**src/rtl/sys_pkg.sv**
```systemverilog
// Shared definitions for the systolic-array drain path: element width,
// column count and the row record handed to the unified-buffer writer.
package sys_pkg;
  localparam int DATA_WIDTH = 16;
  localparam int MAX_COLS   = 2;

  typedef struct packed {
    logic [DATA_WIDTH-1:0] data_1;
    logic [DATA_WIDTH-1:0] data_2;
    logic [MAX_COLS-1:0]   mask;
  } row_t;

  // Column sizes above the array width saturate at MAX_COLS.
  function automatic logic [1:0] clamp_cols(input logic [15:0] size);
    return (size > 16'(MAX_COLS)) ? 2'(MAX_COLS) : size[1:0];
  endfunction
endpackage

```
**src/rtl/sys_row_fifo.sv**
```systemverilog
// Synchronous first-word fall-through FIFO of row_t. Pointers carry one
// extra wrap bit so full and empty are distinguishable.
module sys_row_fifo
  import sys_pkg::*;
#(
  parameter int DEPTH = 4
) (
  input  logic clk,
  input  logic rst,
  input  logic clear,
  input  logic push,
  input  row_t push_data,
  input  logic pop,
  output logic full,
  output logic empty,
  output row_t head
);
  localparam int AW = $clog2(DEPTH);

  logic [AW:0] r_wr_ptr;
  logic [AW:0] r_rd_ptr;
  row_t        r_mem [DEPTH];
  logic        w_do_push;
  logic        w_do_pop;

  assign empty     = (r_wr_ptr == r_rd_ptr);
  assign full      = (r_wr_ptr[AW] != r_rd_ptr[AW]) &&
                     (r_wr_ptr[AW-1:0] == r_rd_ptr[AW-1:0]);
  assign w_do_pop  = pop && !empty && !clear;
  assign w_do_push = push && (!full || w_do_pop) && !clear;
  assign head      = r_mem[r_rd_ptr[AW-1:0]];

  always_ff @(posedge clk) begin
    if (w_do_push) r_mem[r_wr_ptr[AW-1:0]] <= push_data;
  end

  always_ff @(posedge clk or posedge rst) begin
    if (rst) begin
      r_wr_ptr <= '0;
      r_rd_ptr <= '0;
    end else if (clear) begin
      r_wr_ptr <= '0;
      r_rd_ptr <= '0;
    end else begin
      if (w_do_push) r_wr_ptr <= r_wr_ptr + {{AW{1'b0}}, 1'b1};
      if (w_do_pop)  r_rd_ptr <= r_rd_ptr + {{AW{1'b0}}, 1'b1};
    end
  end
endmodule

```
**src/rtl/sys_output_collector.sv**
```systemverilog
// Collects the skewed column outputs of the 2x2 systolic array, re-aligns them
// into rows and buffers them for the unified-buffer write path (valid/ready).
module sys_output_collector
  import sys_pkg::*;
#(
  parameter int FIFO_DEPTH = 4
) (
  input  logic                  clk,
  input  logic                  rst,
  input  logic [DATA_WIDTH-1:0] col_data_in_1,
  input  logic [DATA_WIDTH-1:0] col_data_in_2,
  input  logic                  col_valid_in_1,
  input  logic                  col_valid_in_2,
  input  logic [15:0]           col_size_in,
  input  logic                  col_size_valid_in,
  input  logic                  clear_in,
  output logic [DATA_WIDTH-1:0] row_data_out_1,
  output logic [DATA_WIDTH-1:0] row_data_out_2,
  output logic [1:0]            row_mask_out,
  output logic                  row_valid_out,
  input  logic                  row_ready_in,
  output logic [15:0]           row_count_out,
  output logic                  overflow_out,
  output logic                  skew_err_out
);
  // Handshake: a row transfers on any cycle with row_valid_out && row_ready_in;
  // the head row stays stable while valid is high and ready is low.
  logic [1:0]            r_active_cols;
  logic                  r_pending;
  logic [DATA_WIDTH-1:0] r_skew;
  logic [15:0]           r_row_count;
  logic                  r_overflow;
  logic                  r_skew_err;
  logic                  w_form_1, w_form_2, w_col2_err, w_form;
  logic                  w_pop, w_push, w_full, w_empty;
  row_t                  w_row, w_head;

  assign w_form_1   = !clear_in && (r_active_cols == 2'd1) && col_valid_in_1;
  assign w_form_2   = !clear_in && (r_active_cols == 2'd2) && col_valid_in_2 && r_pending;
  assign w_col2_err = !clear_in && (r_active_cols == 2'd2) && col_valid_in_2 && !r_pending;
  assign w_form     = w_form_1 || w_form_2;
  assign w_pop      = !w_empty && row_ready_in;
  assign w_push     = w_form && (!w_full || w_pop);

  always_comb begin
    w_row = '0;
    if (w_form_1) begin
      w_row.data_1 = col_data_in_1;
      w_row.mask   = 2'b01;
    end else begin
      w_row.data_1 = r_skew;
      w_row.data_2 = col_data_in_2;
      w_row.mask   = 2'b11;
    end
  end

  // Skew register: a column-1 load and a column-2 row completion may share an
  // edge; the row is built from the old contents while the new one loads.
  always_ff @(posedge clk or posedge rst) begin
    if (rst) begin
      r_active_cols <= '0;
      r_pending     <= 1'b0;
      r_skew        <= '0;
    end else if (clear_in) begin
      r_pending <= 1'b0;
    end else if (col_size_valid_in) begin
      r_active_cols <= clamp_cols(col_size_in);
      r_pending     <= 1'b0;
    end else if ((r_active_cols == 2'd2) && col_valid_in_1) begin
      r_pending <= 1'b1;
      r_skew    <= col_data_in_1;
    end else if (w_form_2) begin
      r_pending <= 1'b0;
    end
  end

  always_ff @(posedge clk or posedge rst) begin
    if (rst) begin
      r_row_count <= '0;
      r_overflow  <= 1'b0;
      r_skew_err  <= 1'b0;
    end else if (clear_in) begin
      r_row_count <= '0;
      r_overflow  <= 1'b0;
      r_skew_err  <= 1'b0;
    end else begin
      if (w_pop)                        r_row_count <= r_row_count + 16'd1;
      if (w_form && w_full && !w_pop)   r_overflow  <= 1'b1;
      if (w_col2_err)                   r_skew_err  <= 1'b1;
    end
  end

  sys_row_fifo #(.DEPTH(FIFO_DEPTH)) u_fifo (
    .clk       (clk),
    .rst       (rst),
    .clear     (clear_in),
    .push      (w_push),
    .push_data (w_row),
    .pop       (w_pop),
    .full      (w_full),
    .empty     (w_empty),
    .head      (w_head)
  );

  // Stale memory contents are hidden while the FIFO is empty.
  assign row_valid_out  = !w_empty;
  assign row_data_out_1 = w_empty ? '0 : w_head.data_1;
  assign row_data_out_2 = w_empty ? '0 : w_head.data_2;
  assign row_mask_out   = w_empty ? '0 : w_head.mask;
  assign row_count_out  = r_row_count;
  assign overflow_out   = r_overflow;
  assign skew_err_out   = r_skew_err;
endmodule

```
**config.mk**
```make
export PLATFORM = sky130hd
export DESIGN_NAME = sys_output_collector
export DESIGN_NICKNAME = d
export VERILOG_FILES = /design/src/rtl/sys_pkg.sv /design/src/rtl/sys_row_fifo.sv /design/src/rtl/sys_output_collector.sv
export SDC_FILE = /design/constraint.sdc
export NUM_CORES = 1
export LEC_CHECK = 0
export BUFFER_PORTS_ARGS = -buffer_cell sky130_fd_sc_hd__buf_4
export CORE_ASPECT_RATIO = 0.9
export CORE_MARGIN = 8
export CORE_UTILIZATION = 52
export CTS_CLUSTER_SIZE = 28
export DETAILED_ROUTE_END_ITERATION = 7
export GPL_TIMING_DRIVEN = 0
export PLACE_DENSITY = 0.76
export REMOVE_ABC_BUFFERS = 1
export SETUP_SLACK_MARGIN = 0.02
export SLEW_MARGIN = 20
export SYNTH_ARGS = -nofsm -noshare
export SYNTH_HDL_FRONTEND = slang
export SYNTH_HIERARCHICAL = 1
export SYNTH_SLANG_ARGS = --single-unit
```
**constraint.sdc**
```tcl
create_clock -name clk -period 3.2 [get_ports clk]
set_input_delay 0.64 -clock clk [delete_from_list [all_inputs] [get_ports clk]]
set_output_delay 0.64 -clock clk [all_outputs]
set_load 0.01 [all_outputs]
```
* Yosys cells after proc, flatten, opt, wreduce, memory -nomap -nowiden
Memory sizes are Yosys's and may differ from the RTL's.
Cells that the tools add are included.
** Storage, ports and cells
- Register bits :: 43
- Latch bits :: 0
- Bits in writable memories :: 136
- ROM bits :: 0
- Memories kept :: 1
** Memories
- u_fifo.r_mem :: depth 4, width 34, rd ports 1, clocked after Yosys merged registers in 0, write ports 1, RTL line sys_row_fifo.sv:22 : row_t r_mem [DEPTH];
** Operators by class
- Add/sub/neg operators :: 3
- Multiply operators :: 0
- Div/mod/pow operators :: 0
- $lt $le $gt $ge :: 1
- Equality and inequality tests :: 5
- Shift-type cells :: 0
- Multiplexer cells :: 23
- Bitwise operators :: 2
- Reductions and logical operators :: 32
** Operator list (count)
- two-way mux 16 bit :: 6
- adder 16 x 1 -> 16 bit (second input constant) :: 1
- greater-than comparator 16 x 2 -> 1 bit (second input constant) :: 1
- logical AND 1 bit :: 16
- two-way mux 3 bit :: 4
- two-way mux 1 bit :: 10
- nonzero test 2 bit :: 5
- adder 3 x 1 -> 3 bit (second input constant) :: 2
- two-way mux 2 bit :: 3
- logical NOT 1 bit :: 5
- nonzero test 4 bit :: 1
- equality test 3 bit :: 1
- logical OR 1 bit :: 3
- AND reduction 3 bit :: 1
- equality test 2 x 1 -> 1 bit (second input constant) :: 1
- equality test 2 bit :: 1
- equality test 2 bit (second input constant) :: 1
- inverter 1 bit :: 2
- AND reduction 2 bit :: 1
- inequality test 1 bit :: 1

* Depth between registers and ports, before layout
Gate-level depths: netlist of run 1.
- Depth in word-level cells :: 10
- Mapped depth :: 10

* Hierarchy
The synthesis of run 1 kept the hierarchy.
** By module, submodules not included
- sys_row_fifo :: instances 1, cells an instance 234, area each 5477.8 sq um
- sys_output_collector :: instances 1, cells an instance 259, area each 2198.4 sq um

* Worst setup path after synthesis of run 1
No wires, ideal clock.
- Path kind :: input port to flip-flop
- Start point :: in col_valid_in_1
- End point :: mem u_fifo/r_mem[3][0] (netlist name), enable pin
- Arrival :: 2.817 ns
- Data required time :: 2.806 ns
- Setup slack :: -0.012 ns
- Stages :: 8
- Buffers on the path :: 1
- Cell sequence :: nor4bb_1 > clkbuf_1 > inv_1 > o21ai_0 > a21boi_0 > nand2b_1 > a41oi_1 > and2_1
** On the way
- Cells in the longest elaborated chain, start to end :: 7
** Ends and longest elaborated chain
- start, declared :: RTL line sys_output_collector.sv:12 : input logic col_valid_in_1,
- logical AND 1 bit :: RTL line sys_output_collector.sv:38 : assign w_form_1 = !clear_in && (r_active_cols == 2'd1) && col_valid_in_1;
- logical OR 1 bit :: RTL line sys_output_collector.sv:41 : assign w_form = w_form_1 || w_form_2;
- logical AND 1 bit :: RTL line sys_output_collector.sv:43 : assign w_push = w_form && (!w_full || w_pop);
- via w_push :: RTL line sys_output_collector.sv:35 : logic w_pop, w_push, w_full, w_empty;
- logical AND 1 bit (2 in series) :: RTL line sys_row_fifo.sv:30 : assign w_do_push = push && (!full || w_do_pop) && !clear;
- two-way mux 1 bit :: RTL line sys_row_fifo.sv:34 : if (w_do_push) r_mem[r_wr_ptr[AW-1:0]] <= push_data;
- two-way mux 1 bit (not written as such) :: RTL line sys_row_fifo.sv:34
- end, declared :: RTL line sys_row_fifo.sv:22
The timed path passes the listed nets, and every way through them passes these cells.

* Worst setup path after layout of run 1
- Start point :: reg u_fifo.r_rd_ptr[0]
- End point :: out row_data_out_1[15]
** On the way
- Cells in the longest elaborated chain, start to end :: 2
** Ends and longest elaborated chain
- start, declared :: RTL line sys_row_fifo.sv:21 : logic [AW:0] r_rd_ptr;
- start signal, assigned :: RTL line sys_row_fifo.sv:46 : if (w_do_pop) r_rd_ptr <= r_rd_ptr + {{AW{1'b0}}, 1'b1};
- equality test 3 bit :: RTL line sys_row_fifo.sv:26 : assign empty = (r_wr_ptr == r_rd_ptr);
- via w_empty :: RTL line sys_output_collector.sv:35
- two-way mux 16 bit :: RTL line sys_output_collector.sv:107 : assign row_data_out_1 = w_empty ? '0 : w_head.data_1;
- end, declared :: RTL line sys_output_collector.sv:17 : output logic [DATA_WIDTH-1:0] row_data_out_1,
The timed path passes the listed nets, and every way through them passes these cells.

==> results_tabular.tex, run 1 <==
\begin{tabular}{lr}
\hline
Metric & Value \\
\hline
\multicolumn{2}{l}{\textbf{Detailed routing}} \\
Antenna-violating nets left & 0 \\
Number of design-rule violations left by the first detailed-router iteration & 250 \\
Number of detailed-route iterations in the first pass & 4 \\
Vias & 4,493 \\
Number of remaining DRC errors & 0 \\
Aggregate routed wire length & 15,900 um \\
Average wire per cell in the routed design & 19.2 um \\
DR vias/cell & 5.43 \\
\multicolumn{2}{l}{\textbf{Yosys}} \\
Arithmetic-cell share of the synthesized area counting full adders, half adders and majority gates & 0.978\% \\
Share of synthesized cell area in and, or, nand and nor gates & 12.3\% \\
Ys Warns & 6 \\
Xor and xnor area share after synthesis & 2.18\% \\
Most frequently used cell type in the post-synthesis netlist & edfxtp\_1 \\
Post-synthesis sequential element count & 179 \\
Combinational family with the most area after synthesis & multiplexers \\
Part of the Yosys area used for sequential elements & 67.2\% \\
Average instance area after synthesis & 15.6 um2 \\
Share of synthesized area spent on multiplexers & 13.2\% \\
Library cell occupying the most area in the post-synthesis netlist & edfxtp\_1 \\
Top FF cell, synth & edfxtp\_1 \\
Cell types with the highest counts after synthesis & edfxtp\_1, nand2\_1, dfrtp\_1 \\
Ys async rst share & 24.0\% \\
Distinct cells, synth & 44 \\
Compound-gate portion of the synthesized area & 1.96\% \\
Syn Inst Count & 493 \\
Number of flops mapped to enable cells by yosys & 136 \\
Synth Cell Area & 7680 um2 \\
Leading cell types by total area after synthesis & edfxtp\_1, dfrtp\_1, mux4\_2 \\
Top cell type's share of synthesized area & 53.2\% \\
\multicolumn{2}{l}{\textbf{Power and ir drop}} \\
LEAKAGE & 0.00357 uW \\
Maximum ir drop on the vdd rail & 381 uV \\
Power per standard cell area & 502 nW/um2 \\
\multicolumn{2}{l}{\textbf{Layout}} \\
Number of inserted diodes & 0 \\
Total non-filler cell area in the finished layout & 9500 um2 \\
Finished Layout Cells & 828 \\
Proportion of layout cells with a drive suffix above 1 & 35.1\% \\
Number of nets in the finished design & 678 \\
Layout overhead on the synthesized area & 23.7\% \\
\multicolumn{2}{l}{\textbf{Placement}} \\
Routability congestion estimate from global placement & 0.736 \\
Total instance count after detailed placement & 788 \\
Half-perimeter wire length of the detailed placement result & 10,400 um \\
Placed standard-cell area & 8850 um2 \\
Buffers on Ports & 107 \\
\multicolumn{2}{l}{\textbf{Global routing}} \\
GR Overflow Total & 0 \\
Antenna violations before repair & 0 \\
Global Route Usage Sum & 17.8\% \\
Largest net degree at the start of global routing & 38 \\
Global-route wire length before repair & 25,500 um \\
Vias in the first global route & 4,746 \\
\multicolumn{2}{l}{\textbf{Setup path}} \\
Levels on crit path & 7 \\
Number of buffer and inverter instances along the worst setup path & 3 \\
Path depth of the worst reg2reg path & 11 \\
Max Fanout on Critical Path & 28 \\
Class of the most critical setup path & register to output port \\
Cell type group with the largest total delay on the critical path & buffers and inverters \\
CP cell instances & buf\_16, xnor2\_4, nand2\_1, nor2\_4, buf\_6, and2b\_1, buf\_4 \\
Slowest stage cell on the critical path & dfrtp\_4 \\
Reg-to-reg startpoint & u\_fifo/r\_rd\_ptr[0] \\
Crit end category & output port \\
Startpoint type of the worst setup path & register \\
Register-to-register path setup slack & 0.21 ns \\
Capture point of the worst reg-to-reg path & u\_fifo/r\_mem[2][17] \\
Arrival time of the worst setup path & 2.38 ns \\
Largest incremental delay on the critical path & 0.59 ns \\
Critical path data required time & 2.56 ns \\
Capturing instance or port of the critical path & row\_data\_out\_1[15] \\
Worst setup path startpoint & u\_fifo/r\_rd\_ptr[0] \\
\multicolumn{2}{l}{\textbf{STA}} \\
Post-route clock skew & 0.00932 ns \\
Headroom to the max-slew limit & 45.3\% \\
Fin. Hold Viols & 0 \\
Number of setup violations in the final report & 0 \\
Slew at the pin with the worst max-slew slack & 0.818 ns \\
Final critical-path required period & 3.02 ns \\
Max Transition Viols Final & 0 \\
Unrepaired setup endpoints after global routing & false \\
Ratio of final minimum period to clock period & 94.3\% \\
Max Clk Rate & 332 MHz \\
\multicolumn{2}{l}{\textbf{Floorplan}} \\
Initial core utilization & 52.7\% \\
Core Area & 14,600 um2 \\
Floorplan die width & 144 um \\
Die ar. & 18,900 um2 \\
Boundary Pins & 108 \\
Row Count & 42 \\
Die Y-Extent & 131 um \\
\multicolumn{2}{l}{\textbf{Clock tree}} \\
Number of clock buffers inserted by TritonCTS & 17 \\
Clock tree root buffer cell & clkbuf\_16 \\
Total number of clock tree sinks & 179 \\
TritonCTS clock tree & yes \\
Clock latency of the later-clocked register in the worst-skew pair & 0.42 ns \\
Clock slew at reported path FFs & 0.07 ns \\
CTS Hold Buffers Added & 0 \\
Bufs on Longest Clock Path & 2 \\
H-Tree Depth & 4 \\
\multicolumn{2}{l}{\textbf{Worst hold path}} \\
Path type of the worst min-delay path & primary input to async pin \\
\multicolumn{2}{l}{\textbf{Job}} \\
Max-cap check violation count & 0 \\
\multicolumn{2}{l}{\textbf{Status}} \\
Status & finished clean \\
\hline
\end{tabular}
how the worst min path moves through the flow:
stage          slack (ns)                  to  cells past startpoint         start
3_3_place_gp         0.48        skew_err_out                      2  skew_err_out
2_1_floorplan        0.43  u_fifo/r_rd_ptr[0]                      1           rst
3_5_place_dp         0.49          r_skew[14]                      1    r_skew[14]
6_report             0.15  u_fifo/r_wr_ptr[2]                      2           rst
5_1_grt              0.15           r_skew[1]                      2           rst
4_1_cts              0.15  u_fifo/r_wr_ptr[2]                      2           rst
where the power goes:
group | internal, uW | switching, uW
logic | 121 | 130
registers | 2580 | 22.2
clock network | 1070 | 842
total | 3770 | 995
layout make-up:
| type | instances | area (um2) |
|---|---|---|
| tap | 198 | 248 |
| inverter | 14 | 55.1 |
| clock inverter | 13 | 113 |
| multi-input combinational | 281 | 2400 |
| sequential | 179 | 5160 |
| fill | 1031 | 5060 |
| timing repair buffer | 124 | 1080 |
| clock buffer | 19 | 433 |
state kept, by name (all words and copies together), names as in the netlist:
| name | count |
|---|---|
| r_skew | 16 |
| r_active_cols | 2 |
| u_fifo/r_wr_ptr | 3 |
| u_fifo/r_mem | 136 |
| r_pending | 1 |
| overflow_out | 1 |
| skew_err_out | 1 |
| row_count_out | 16 |
| u_fifo/r_rd_ptr | 3 |
cell usage in the layout, fill, tap and decap left out, types with 3 or more instances in the layout:
cell,Yosys,final
nor2_1,21,20
and2b_1,3,3
and2_1,20,16
nand2_1,59,59
clkinv_2,0,4
nand2b_1,7,7
nor3_1,5,5
clkbuf_16,0,17
nand3_1,5,5
nor2b_1,34,34
mux2_2,17,17
mux4_2,32,32
nand4_1,6,6
o21ai_0,7,7
clkinv_4,0,4
dfrtp_1,43,41
xor2_1,3,3
inv_1,14,12
ha_1,6,6
xnor2_1,8,8
a21oi_1,8,8
buf_12,0,8
and2_4,0,4
edfxtp_1,136,136
or3_1,6,6
nor4_1,6,6
conb_1,1,4
buf_4,4,112
per-layer routing:
metal	GRT usage [%]	routed length [um]	vias to the layer above
met4	6.42	217	0
met2	29.3	8000	145
li1	-	-	2064
met5	0	0	-
met1	21.6	6560	2265
met3	5.32	1120	19
cells by family (layout without fill, tap and decap cells):
family                     after synthesis  after routing
DFF                                    179            179
and+or+nand+nor                        179            179
muxes                                   55             55
AOI/OAI and AO/OA                       23             23
adders and majority gates                6              6
xor gates and xnor gates                14             14
buffers and inverters                   36            170
other                                    1              4
per-stage QoR:
| stage | hold slack, ns | worst slack, ns | utilization [%] | total power (uW) | setup TNS [ns] |
|---|---|---|---|---|---|
| detailed placement | 0.495 | -0.864 | 60.8 | 2900 | -107.32 |
| finish | 0.146 | 0.184 | 65.2 | 4770 | 0 |
| floorplan | 0.431 | -1.67 | - | 2780 | -280.23 |
| global route | 0.155 | 0.0326 | 65.2 | 4930 | 0 |
| CTS | 0.147 | 0.0236 | 65.1 | 4800 | 0 |
| global placement | 0.483 | -4.78 | 59.3 | 2870 | -1108.88 |
what timing repair did:
item / CTS / global route
setup buffers: 7 / 1
gates resized for setup: 7 / 1
endpoints found under the setup margin: 161 / 128
endpoints found under the hold margin: 0 / 0
pin swaps: 5 / 1
No activity file was read; power rests on OpenSTA's default activity.
==> run 2: changes to the inputs <==
- ABC_AREA: unset -> 1
==> results_tabular.tex, run 2 <==
\begin{tabular}{lr}
\hline
Metric & Value \\
\hline
\multicolumn{2}{l}{\textbf{Yosys}} \\
Post-synthesis sequential element count & 179 (unchanged) \\
Part of the Yosys area used for sequential elements & 64.6\% (-2.6 points) \\
Ys Warns & 6 (unchanged) \\
Ys async rst share & 24.0\% (unchanged) \\
Syn Inst Count & 767 (+56\%) \\
Cell types with the highest counts after synthesis & nor2\_1, edfxtp\_1, inv\_1 \\
Most frequently used cell type in the post-synthesis netlist & nor2\_1 \\
Number of flops mapped to enable cells by yosys & 136 (unchanged) \\
Leading cell types by total area after synthesis & edfxtp\_1, dfrtp\_1, nor2\_1 \\
Synth Cell Area & 7980 um2 (+4.0\%) \\
Average instance area after synthesis & 10.4 um2 (-33\%) \\
Distinct cells, synth & 38 (-14\%) \\
Top cell type's share of synthesized area & 51.2\% (-2.1 points) \\
Library cell occupying the most area in the post-synthesis netlist & edfxtp\_1 \\
Top FF cell, synth & edfxtp\_1 \\
\multicolumn{2}{l}{\textbf{STA}} \\
Post-route clock skew & 0.0116 ns (+0.00229 ns) \\
Headroom to the max-slew limit & 37.6\% (-7.7 points) \\
Ratio of final minimum period to clock period & 93.9\% (-0.34 points) \\
Max Clk Rate & 333 MHz (+0.36\%) \\
Unrepaired setup endpoints after global routing & false \\
Accumulated negative setup slack & 0 ns (unchanged) \\
Slew at the pin with the worst max-slew slack & 0.933 ns (+0.115 ns) \\
Min setup slack post-route & 0.194 ns (+0.0109 ns) \\
Number of setup violations in the final report & 0 (unchanged) \\
Max Transition Viols Final & 0 (unchanged) \\
Final critical-path required period & 3.01 ns (-0.0109 ns) \\
Fin. Hold Viols & 0 (unchanged) \\
\multicolumn{2}{l}{\textbf{Clock tree}} \\
Total number of clock tree sinks & 179 (unchanged) \\
Number of clock buffers inserted by TritonCTS & 17 (unchanged) \\
Clock slew at reported path FFs & 0.06 ns (about the same) \\
H-Tree Depth & 4 (unchanged) \\
Clock latency of the later-clocked register in the worst-skew pair & 0.43 ns (about the same) \\
Clock tree root buffer cell & clkbuf\_16 \\
Bufs on Longest Clock Path & 2 (unchanged) \\
TritonCTS clock tree & yes \\
\multicolumn{2}{l}{\textbf{Floorplan}} \\
Floorplan die width & 147 um (+1.8\%) \\
Boundary Pins & 108 (unchanged) \\
Initial core utilization & 52.4\% (-0.30 points) \\
Row Count & 43 (+2.4\%) \\
Core Area & 15,200 um2 (+4.6\%) \\
Die ar. & 19,600 um2 (+3.5\%) \\
Die Y-Extent & 134 um (+1.7\%) \\
\multicolumn{2}{l}{\textbf{Detailed routing}} \\
Average wire per cell in the routed design & 16.9 um (-12\%) \\
Number of design-rule violations left by the first detailed-router iteration & 383 (+53\%) \\
Aggregate routed wire length & 18,500 um (+16\%) \\
DR vias/cell & 5.33 (-1.7\%) \\
Antenna-violating nets left & 0 (unchanged) \\
Number of detailed-route iterations in the first pass & 5 (+1) \\
Vias & 5,836 (+30\%) \\
Number of remaining DRC errors & 0 (unchanged) \\
\multicolumn{2}{l}{\textbf{Setup path}} \\
Levels on crit path & 14 (+7) \\
Slowest stage cell on the critical path & dfrtp\_4 \\
Capturing instance or port of the critical path & u\_fifo/r\_mem[3][31] \\
Number of buffer and inverter instances along the worst setup path & 6 (+3) \\
Class of the most critical setup path & register to register \\
Worst setup path startpoint & u\_fifo/r\_rd\_ptr[0] \\
Arrival time of the worst setup path & 3.13 ns (+0.75 ns) \\
Register-to-register path setup slack & 0.19 ns (-0.02 ns) \\
Max Fanout on Critical Path & 35 (+25\%) \\
Critical path data required time & 3.33 ns (+0.77 ns) \\
Largest incremental delay on the critical path & 0.61 ns (+0.02 ns) \\
Critical path's most frequent cell & inv\_4 \\
Crit end category & register \\
Startpoint type of the worst setup path & register \\
Cell type group with the largest total delay on the critical path & buffers and inverters \\
Capture point of the worst reg-to-reg path & u\_fifo/r\_mem[3][31] \\
CP cell instances & inv\_16, nand2\_1, nand2\_2, nor2\_4, nand2\_2, inv\_4, inv\_4, nand2\_4, inv\_4, inv\_1, o211ai\_4, nand3\_4, nor2\_4, buf\_12 \\
Path depth of the worst reg2reg path & 14 (+3) \\
Reg-to-reg startpoint & u\_fifo/r\_rd\_ptr[0] \\
\multicolumn{2}{l}{\textbf{Global routing}} \\
Antenna violations before repair & 0 (unchanged) \\
Vias in the first global route & 5,728 (+21\%) \\
Largest net degree at the start of global routing & 40 (+5.3\%) \\
Global Route Usage Sum & 19.0\% (+1.2 points) \\
GR Overflow Total & 0 (unchanged) \\
Global-route wire length before repair & 29,200 um (+15\%) \\
\multicolumn{2}{l}{\textbf{Power and ir drop}} \\
LEAKAGE & 0.00409 uW (+15\%) \\
Power per standard cell area & 481 nW/um2 (-4.1\%) \\
Maximum ir drop on the vdd rail & 512 uV (+35\%) \\
\multicolumn{2}{l}{\textbf{Status}} \\
Status & finished clean \\
\multicolumn{2}{l}{\textbf{Worst hold path}} \\
Path type of the worst min-delay path & primary input to async pin \\
\multicolumn{2}{l}{\textbf{Layout}} \\
Number of flip-flops under the largest register name & 136 (unchanged) \\
Filler cell count in the final layout & 1,162 (+13\%) \\
Number of nets in the finished design & 940 (+39\%) \\
Most frequent cells in the layout & nor2\_1, edfxtp\_1, buf\_4, inv\_1, nand2\_1 \\
Leading cell type in the layout, fill and taps excluded & nor2\_1 \\
Layout overhead on the synthesized area & 21.6\% \\
Proportion of layout cells with a drive suffix above 1 & 22.3\% (-13 points) \\
Number of inserted diodes & 0 (unchanged) \\
\multicolumn{2}{l}{\textbf{Placement}} \\
Half-perimeter wire length of the detailed placement result & 10,500 um (+0.89\%) \\
Buffers on Ports & 107 (unchanged) \\
Routability congestion estimate from global placement & 0.805 (+9.4\%) \\
Pre-CTS setup slack & -1.62 ns (-0.759 ns) \\
\multicolumn{2}{l}{\textbf{Job}} \\
Max-cap check violation count & 0 (unchanged) \\
\hline
\end{tabular}
==> run 2: metal layers <==
layer | vias up | part of all wire, % | global-route usage, %
li1 | 2796 | - | -
met2 | 257 | 47 | 30.5
met4 | 0 | 0.84 | 5.95
met5 | - | 0 | 0
met1 | 2769 | 43 | 24.2
met3 | 14 | 8.9 | 5.90
==> run 2: timing repair <==
item	4_1_cts	5_1_grt
buffers inserted	11	2
gates cloned	1	0
pin swaps	4	1
hold buffers	0	0
setup endpoints to repair	194	136
resized for setup	10	2
==> run 2: cells by family (layout without fill, tap and decap cells) <==
family / Yosys count / in the layout / share of synthesized area [%]
AND/OR/NAND/NOR: 279 / 279 / 15.7
flip-flops: 179 / 179 / 64.6
AO/OA/AOI/OAI: 157 / 157 / 10.7
buffers and inverters: 141 / 263 / 7.43
adder cells (fa/ha/maj): 6 / 6 / 0.940
XOR/XNOR: 4 / 4 / 0.533
other: 1 / 4 / 0.0470
==> run 2: report_power, final <==
part / internal [uW] / total [uW] / switching [uW]
combinational: 105 / 255 / 150
sequential: 2570 / 2600 / 22.2
clock: 997 / 1820 / 824
total: 3680 / 4670 / 996
==> run 2: worst register-to-register path, stage by stage, from the launching register on <==
cell and delay (ns):
dfrtp_4 0.61, inv_16 0.17, nand2_1 0.09, nand2_2 0.10, nor2_4 0.05, nand2_2 0.11, inv_4 0.16, inv_4 0.14
nand2_4 0.11, inv_4 0.15, inv_1 0.09, o211ai_4 0.27, nand3_4 0.20, nor2_4 0.23, buf_12 0.21
==> run 2: how the worst min path moves through the flow <==
stage	startpoint	to	slack (ns)	cells after the start
floorplan	rst	u_fifo/r_rd_ptr[0]	0.43	1
global placement	r_skew[12]	r_skew[12]	0.47	2
detailed placement	r_skew[13]	r_skew[13]	0.48	2
CTS	rst	r_skew[3]	0.11	2
global route	rst	r_skew[3]	0.11	2
finish	rst	r_skew[3]	0.12	2
==> run 2: final cells by class <==
type | instances | area [um2] | area share, %
clock buffers | 25 | 455 | 4.69
clock inverters | 7 | 52.6 | 0.541
inverters | 105 | 430 | 4.43
multi-input cells | 450 | 2290 | 23.6
flip-flops and latches | 179 | 5170 | 53.2
well taps | 202 | 253 | 2.60
repair buffers | 125 | 1050 | 10.8
repair inverters | 1 | 8.76 | 0.0902
==> run 2: stage by stage <==
| step | hold slack [ns] | instances | total power [uW] | util, % | area [um2] |
|---|---|---|---|---|---|
| floorplan | 0.431 | 734 | 2770 | - | 7810 |
| global placement | 0.471 | 1043 | 2870 | 58.2 | 8860 |
| detailed placement | 0.478 | 1048 | 2890 | 59.1 | 9000 |
| CTS | 0.107 | 1092 | 4690 | 63.6 | 9680 |
| global route | 0.107 | 1094 | 4840 | 63.8 | 9710 |
| finish | 0.123 | 1094 | 4670 | 63.8 | 9710 |
